[config.mk]
export PLATFORM = sky130hd
export DESIGN_NAME = univ_shift_reg
export DESIGN_NICKNAME = d
export VERILOG_FILES = /design/src/rtl/univ_shift_reg.sv
export SDC_FILE = /design/constraint.sdc
export NUM_CORES = 1
export LEC_CHECK = 0
export CORE_UTILIZATION = 40
export CTS_CLUSTER_SIZE = 20
export DETAILED_ROUTE_END_ITERATION = 7
export MAX_ROUTING_LAYER = met4
export PLACE_DENSITY = 0.66
export SYNTH_ARGS = -nofsm -noshare
export SYNTH_HDL_FRONTEND = slang
export SYNTH_SLANG_ARGS = --single-unit
[constraint.sdc]
create_clock -name Clock -period 1.49 [get_ports Clock]
set_input_delay 0.2235 -clock Clock [delete_from_list [all_inputs] [get_ports Clock]]
set_output_delay 0.2235 -clock Clock [all_outputs]
set_load 0.01 [all_outputs]
[src/rtl/univ_shift_reg.sv]
// univ_shift_reg: parametrised universal shift register with an autonomous
// burst engine. Single-step ops execute every edge in IDLE; a Start with a
// shift-type mode and nonzero Count runs Count shifts, then pulses Done.
module univ_shift_reg #(
  parameter int WIDTH = 8,
  parameter int CNT_W = 4
) (
  input  logic             Clock,
  input  logic             Reset,
  input  logic [2:0]       Mode,
  input  logic [WIDTH-1:0] D,
  input  logic             SinR,
  input  logic             SinL,
  input  logic             Start,
  input  logic [CNT_W-1:0] Count,
  output logic [WIDTH-1:0] Q,
  output logic             SoutR,
  output logic             SoutL,
  output logic             Busy,
  output logic             Done
);

  typedef enum logic {IDLE = 1'b0, BURST = 1'b1} state_t;

  localparam logic [2:0] M_HOLD = 3'b000;
  localparam logic [2:0] M_SHR  = 3'b001;
  localparam logic [2:0] M_SHL  = 3'b010;
  localparam logic [2:0] M_LOAD = 3'b011;
  localparam logic [2:0] M_ROR  = 3'b100;
  localparam logic [2:0] M_ROL  = 3'b101;
  localparam logic [2:0] M_ASR  = 3'b110;
  localparam logic [2:0] M_CLR  = 3'b111;

  state_t           state, state_n;
  logic [CNT_W-1:0] rem, rem_n;
  logic [2:0]       mode_lat, mode_lat_n;
  logic [WIDTH-1:0] q_n;
  logic             done_n;
  logic             start_shift;

  // One register update for a given mode; SinR/SinL are always the live inputs.
  function automatic logic [WIDTH-1:0] apply_op(input logic [2:0] m,
                                                input logic [WIDTH-1:0] q,
                                                input logic [WIDTH-1:0] d,
                                                input logic sr,
                                                input logic sl);
    case (m)
      M_HOLD:  apply_op = q;
      M_SHR:   apply_op = {sr, q[WIDTH-1:1]};
      M_SHL:   apply_op = {q[WIDTH-2:0], sl};
      M_LOAD:  apply_op = d;
      M_ROR:   apply_op = {q[0], q[WIDTH-1:1]};
      M_ROL:   apply_op = {q[WIDTH-2:0], q[WIDTH-1]};
      M_ASR:   apply_op = {q[WIDTH-1], q[WIDTH-1:1]};
      M_CLR:   apply_op = '0;
      default: apply_op = q;
    endcase
  endfunction

  // Start only launches a burst for the shift-type modes; load/hold/clear ignore it.
  assign start_shift = Start && (Mode == M_SHR || Mode == M_SHL || Mode == M_ROR ||
                                 Mode == M_ROL || Mode == M_ASR);

  // Next-state, next-Q and Done pulse.
  always_comb begin
    state_n    = state;
    rem_n      = rem;
    mode_lat_n = mode_lat;
    q_n        = Q;
    done_n     = 1'b0;
    case (state)
      IDLE: begin
        if (start_shift) begin
          // Q holds on the start edge; the shifts begin on the next edge.
          if (Count != '0) begin
            state_n    = BURST;
            rem_n      = Count;
            mode_lat_n = Mode;
          end else begin
            done_n = 1'b1;
          end
        end else begin
          q_n = apply_op(Mode, Q, D, SinR, SinL);
        end
      end
      BURST: begin
        q_n   = apply_op(mode_lat, Q, D, SinR, SinL);
        rem_n = rem - 1'b1;
        if (rem == CNT_W'(1)) begin
          state_n = IDLE;
          done_n  = 1'b1;
        end
      end
      default: state_n = IDLE;
    endcase
  end

  // State registers; reset aborts any burst without a Done pulse.
  always_ff @(posedge Clock or posedge Reset) begin
    if (Reset) begin
      state    <= IDLE;
      rem      <= '0;
      mode_lat <= M_HOLD;
      Q        <= '0;
      Done     <= 1'b0;
    end else begin
      state    <= state_n;
      rem      <= rem_n;
      mode_lat <= mode_lat_n;
      Q        <= q_n;
      Done     <= done_n;
    end
  end

  assign Busy  = (state == BURST);
  assign SoutR = Q[0];
  assign SoutL = Q[WIDTH-1];

endmodule

==> tab_implementation.tex <==
\begin{tabular}{lr}
\hline
Metric & Value \\
\hline
\multicolumn{2}{l}{\textbf{Hold path}} \\
Worst min-delay path class & input pin to asynchronous set/reset pin \\
\multicolumn{2}{l}{\textbf{Timing}} \\
Pins Over Slew Limit & 0 \\
Worst hold slack across all endpoints & 0.285 ns \\
Setup-violating endpoint count in the final report & 1 \\
Max Freq & 667 MHz \\
Period utilisation layout & 101\% \\
Least setup slack across all paths after layout & -0.00876 ns \\
RSZ-0062 raised after global routing & true \\
Max-slew headroom at the worst pin & 69.4\% \\
Clock period minus final worst setup slack & 1.50 ns \\
Final hold vios & 0 \\
Clk\_skew & 0.00250 ns \\
Worst Tran Pin Value & 0.456 ns \\
\multicolumn{2}{l}{\textbf{CTS}} \\
Library cell used as clock root buffer & sky130\_fd\_sc\_hd\_\_clkbuf\_8 \\
CTS tree & yes \\
Number of buffers on the longest clock path & 2 \\
Worst-Skew Late Latency & 0.25 ns \\
Number of H-tree branching levels & 1 \\
Clock buffers created by TritonCTS & 3 \\
Clock transition at the registers of the reported paths & 0.07 ns \\
Number of clock sinks seen by CTS & 17 \\
Number of buffers inserted by hold repair at cts & 0 \\
\multicolumn{2}{l}{\textbf{Run}} \\
Reported max-cap violation count & 0 \\
\multicolumn{2}{l}{\textbf{Synthesis}} \\
Synthesized area & 1720 sq um \\
Syn Inst Count & 197 \\
Register bit total from synthesis & 17 \\
Mean instance size in the synthesized netlist & 8.71 sq um \\
Number of enable-type register cells in the synthesized netlist & 0 \\
Number of warning messages in the yosys log & 0 \\
Unique cell type count in the Yosys netlist & 60 \\
Synth Flop Type & sky130\_fd\_sc\_hd\_\_dfrtp\_1 \\
Sequential element share of the synthesized area & 24.8\% \\
Async set or reset register ratio after synthesis & 100\% \\
Synthesized Nets & 219 \\
\multicolumn{2}{l}{\textbf{Power and ir drop}} \\
Pwr Density & 1860 nW/um\^{}2 \\
Worst VDD drop & 0.838 mV \\
LEAKAGE & 1.08 nW \\
\multicolumn{2}{l}{\textbf{Route}} \\
Post-detailed-route wirelength per cell & 17.0 microns \\
DRC marker count from the first detailed-route iteration & 134 \\
Total DRC errors in the routed layout & 0 \\
Final ANT Viol Nets & 0 \\
Post-detailed-route via-to-cell ratio & 5.81 \\
Detailed-router iteration count before antenna repair & 4 \\
Sum of routed wire length over all layers & 5.35 mm \\
Total number of vias & 1,831 \\
\multicolumn{2}{l}{\textbf{Critical path}} \\
CP Max Fanout & 4 \\
R2R depth & 5 \\
Category of the most critical setup path & register to register \\
Critical path data arrival time & 1.64 ns \\
CP Launch Type & register \\
Required time of the critical path & 1.63 ns \\
Element type at the critical path end & register \\
\multicolumn{2}{l}{\textbf{Finish}} \\
Final cell count without fillers & 315 \\
Number of filler cells placed in the layout & 346 \\
Syn-to-layout area delta & 48.2\% \\
Post-layout net count & 288 \\
Number of inserted diodes & 0 \\
Proportion of layout cells with a drive suffix above 1 & 35.5\% \\
\multicolumn{2}{l}{\textbf{Floorplanning}} \\
Number of core rows & 23 \\
Die Area & 4560 sq um \\
Starting density of the core & 42.3\% \\
Die X & 67.5 microns \\
Die Y & 67.5 microns \\
Core outline area & 4060 sq um \\
Number of top-level design ports & 32 \\
\multicolumn{2}{l}{\textbf{Global route}} \\
Via count of the first global-routing pass & 1,714 \\
GRT Residual Overflow & 0 \\
Initial antenna violation count & 0 \\
Overall routing resource usage & 24.5\% \\
First-pass GRT wire length & 8.07 mm \\
Maximum number of pins on one net before global-route repair & 18 \\
\multicolumn{2}{l}{\textbf{Placed design}} \\
Buffers added on ports & 31 \\
Worst setup slack after placement & -0.467 ns \\
HPWL reported at the end of detailed placement & 3.76 mm \\
Global placement routability congestion & 0.903 \\
Placed instance count & 298 \\
\multicolumn{2}{l}{\textbf{Outcome}} \\
Result of the run & complete, but fails checks \\
Failing checks & negative setup slack \\
\hline
\end{tabular}
==> synthesized netlist by cell type, types with 2 or more instances <==
library cell	n	share of area [%]
sky130_fd_sc_hd__o221ai_1	3	1.5
sky130_fd_sc_hd__nand2_1	10	2.2
sky130_fd_sc_hd__nand4b_1	6	3.1
sky130_fd_sc_hd__o21ai_0	12	3.5
sky130_fd_sc_hd__nor3_1	2	0.58
sky130_fd_sc_hd__buf_6	2	1.3
sky130_fd_sc_hd__or3_1	3	1.1
sky130_fd_sc_hd__a32oi_1	3	1.5
sky130_fd_sc_hd__a211oi_1	6	2.6
sky130_fd_sc_hd__a221o_1	2	1.2
sky130_fd_sc_hd__o21ai_2	4	2.0
sky130_fd_sc_hd__o211ai_1	3	1.3
sky130_fd_sc_hd__nor2_1	10	2.2
sky130_fd_sc_hd__nand3_1	4	1.2
sky130_fd_sc_hd__or3b_1	4	2.0
sky130_fd_sc_hd__buf_2	12	3.5
sky130_fd_sc_hd__nor2b_1	2	0.73
sky130_fd_sc_hd__o31ai_2	3	2.2
sky130_fd_sc_hd__inv_1	9	2.0
sky130_fd_sc_hd__o21ai_1	2	0.58
sky130_fd_sc_hd__ha_1	2	1.5
sky130_fd_sc_hd__nand2b_1	5	1.8
sky130_fd_sc_hd__clkbuf_1	4	0.87
sky130_fd_sc_hd__mux2i_1	9	5.2
sky130_fd_sc_hd__mux2_1	2	1.3
sky130_fd_sc_hd__a21oi_1	5	1.5
sky130_fd_sc_hd__a311oi_1	2	1.0
sky130_fd_sc_hd__xor2_1	2	1.0
sky130_fd_sc_hd__nand4_1	4	1.5
sky130_fd_sc_hd__dfrtp_1	17	25
sky130_fd_sc_hd__mux2_4	3	2.6
sky130_fd_sc_hd__buf_4	3	1.3
sky130_fd_sc_hd__nand3b_1	10	4.4
==> cell type report <==
cell class	instances	area (sq um)	share of cell area (%)
multi-input cells	149	1200	47.2
repair buffers	86	761	29.9
flip-flops and latches	17	435	17.1
well taps	50	62.6	2.46
clock buffers	3	41.3	1.62
inverters	9	37.5	1.48
clock inverters	1	5.00	0.197
==> worst paths after layout <==
kind,from,to,slack (ns)
setup / recovery,mode_lat[1],Q[7],-0.009
hold / removal,Reset,mode_lat[0],0.29
setup reg to reg,mode_lat[1],Q[7],-0.009
hold reg to reg,rem[3],rem[3],0.55
max in group asynchronous,Reset,Q[4],0.99
min in group Clock,Count[0],rem[0],0.37
==> what timing repair did <==
| item | CTS | global route |
|---|---|---|
| resized for setup | 19 | 19 |
| buffers inserted | 6 | 7 |
| pin swaps | 3 | 9 |
| setup endpoints to repair | 24 | 12 |
==> through the flow <==
step	total power [mW]	util, %	cell area (sq um)	setup TNS, ns
2_1_floorplan	2.82	-	1720	0
3_3_place_gp	3.86	56.5	2290	-6.00
3_5_place_dp	3.87	56.5	2290	-6.32
4_1_cts	4.39	59.5	2410	0
5_1_grt	5.06	62.7	2540	-0.188
6_report	4.73	62.7	2540	-0.00876
==> power breakdown <==
group | internal (mW) | switching, mW | total [mW] | leakage, nW
Sequential | 0.721 | 0.286 | 1.01 | 0.196
Clock | 0.186 | 0.161 | 0.347 | 0.0255
Combinational | 1.79 | 1.59 | 3.37 | 0.855
==> layout by cell type, fill, tap and decap left out, types with 2 or more instances in the layout <==
cell / netlist / final
sky130_fd_sc_hd__or3b_1: 4 / 4
sky130_fd_sc_hd__nand2b_1: 5 / 5
sky130_fd_sc_hd__ha_1: 2 / 2
sky130_fd_sc_hd__or3_1: 3 / 2
sky130_fd_sc_hd__nor2_1: 10 / 10
sky130_fd_sc_hd__nand4_1: 4 / 4
sky130_fd_sc_hd__o21ai_0: 12 / 12
sky130_fd_sc_hd__a21oi_1: 5 / 5
sky130_fd_sc_hd__or3_4: 1 / 2
sky130_fd_sc_hd__o31ai_2: 3 / 3
sky130_fd_sc_hd__dlygate4sd2_1: 0 / 7
sky130_fd_sc_hd__o21ai_2: 4 / 4
sky130_fd_sc_hd__a32oi_1: 3 / 3
sky130_fd_sc_hd__o21ai_1: 2 / 2
sky130_fd_sc_hd__mux2_4: 3 / 3
sky130_fd_sc_hd__dfrtp_1: 17 / 9
sky130_fd_sc_hd__nand2_1: 10 / 10
sky130_fd_sc_hd__nand4b_1: 6 / 6
sky130_fd_sc_hd__clkdlybuf4s50_1: 0 / 21
sky130_fd_sc_hd__mux2_1: 2 / 2
sky130_fd_sc_hd__a211oi_1: 6 / 6
sky130_fd_sc_hd__dfrtp_2: 0 / 8
sky130_fd_sc_hd__buf_6: 2 / 7
sky130_fd_sc_hd__nor3_1: 2 / 2
sky130_fd_sc_hd__dlymetal6s2s_1: 0 / 3
sky130_fd_sc_hd__inv_1: 9 / 8
sky130_fd_sc_hd__o211ai_1: 3 / 3
sky130_fd_sc_hd__nand3_1: 4 / 4
sky130_fd_sc_hd__o221ai_1: 3 / 2
sky130_fd_sc_hd__buf_4: 3 / 47
sky130_fd_sc_hd__a221o_1: 2 / 2
sky130_fd_sc_hd__xor2_1: 2 / 2
sky130_fd_sc_hd__nand3b_1: 10 / 10
sky130_fd_sc_hd__clkbuf_8: 0 / 3
sky130_fd_sc_hd__mux2i_1: 9 / 9
==> worst max-delay path, stage by stage, from the launching register on <==
cell and delay [ns]:
sky130_fd_sc_hd__dfrtp_2 0.45, sky130_fd_sc_hd__buf_6 0.14, sky130_fd_sc_hd__xor2_1 0.17, sky130_fd_sc_hd__nor2_1 0.08, sky130_fd_sc_hd__a211oi_2 0.24, sky130_fd_sc_hd__mux2_4 0.32
==> per-layer routing <==
metal / vias to the layer above / track usage (%) / routed length, microns
met5: - / - / 0
li1: 878 / - / -
met3: 6 / 5.24 / 239
met4: 0 / 6.12 / 60
met2: 44 / 39.7 / 2580
met1: 903 / 30.5 / 2470
==> state kept, by name, summed over array words and instances, names as in the netlist <==
name and flops:
Q 8, rem 4, mode_lat 3, Done 1, Busy 1
==> logic make-up (layout without fill, tap and decap cells) <==
group | Yosys count | count (layout) | synth area share, %
simple gates | 71 | 71 | 26.7
xor+xnor | 2 | 2 | 1.02
fa+ha+maj | 2 | 2 | 1.46
buf+inv | 31 | 99 | 9.18
compound gates | 60 | 60 | 27.7
mux | 14 | 14 | 9.18
flops | 17 | 17 | 24.8
(Power assumes the default switching activity.)
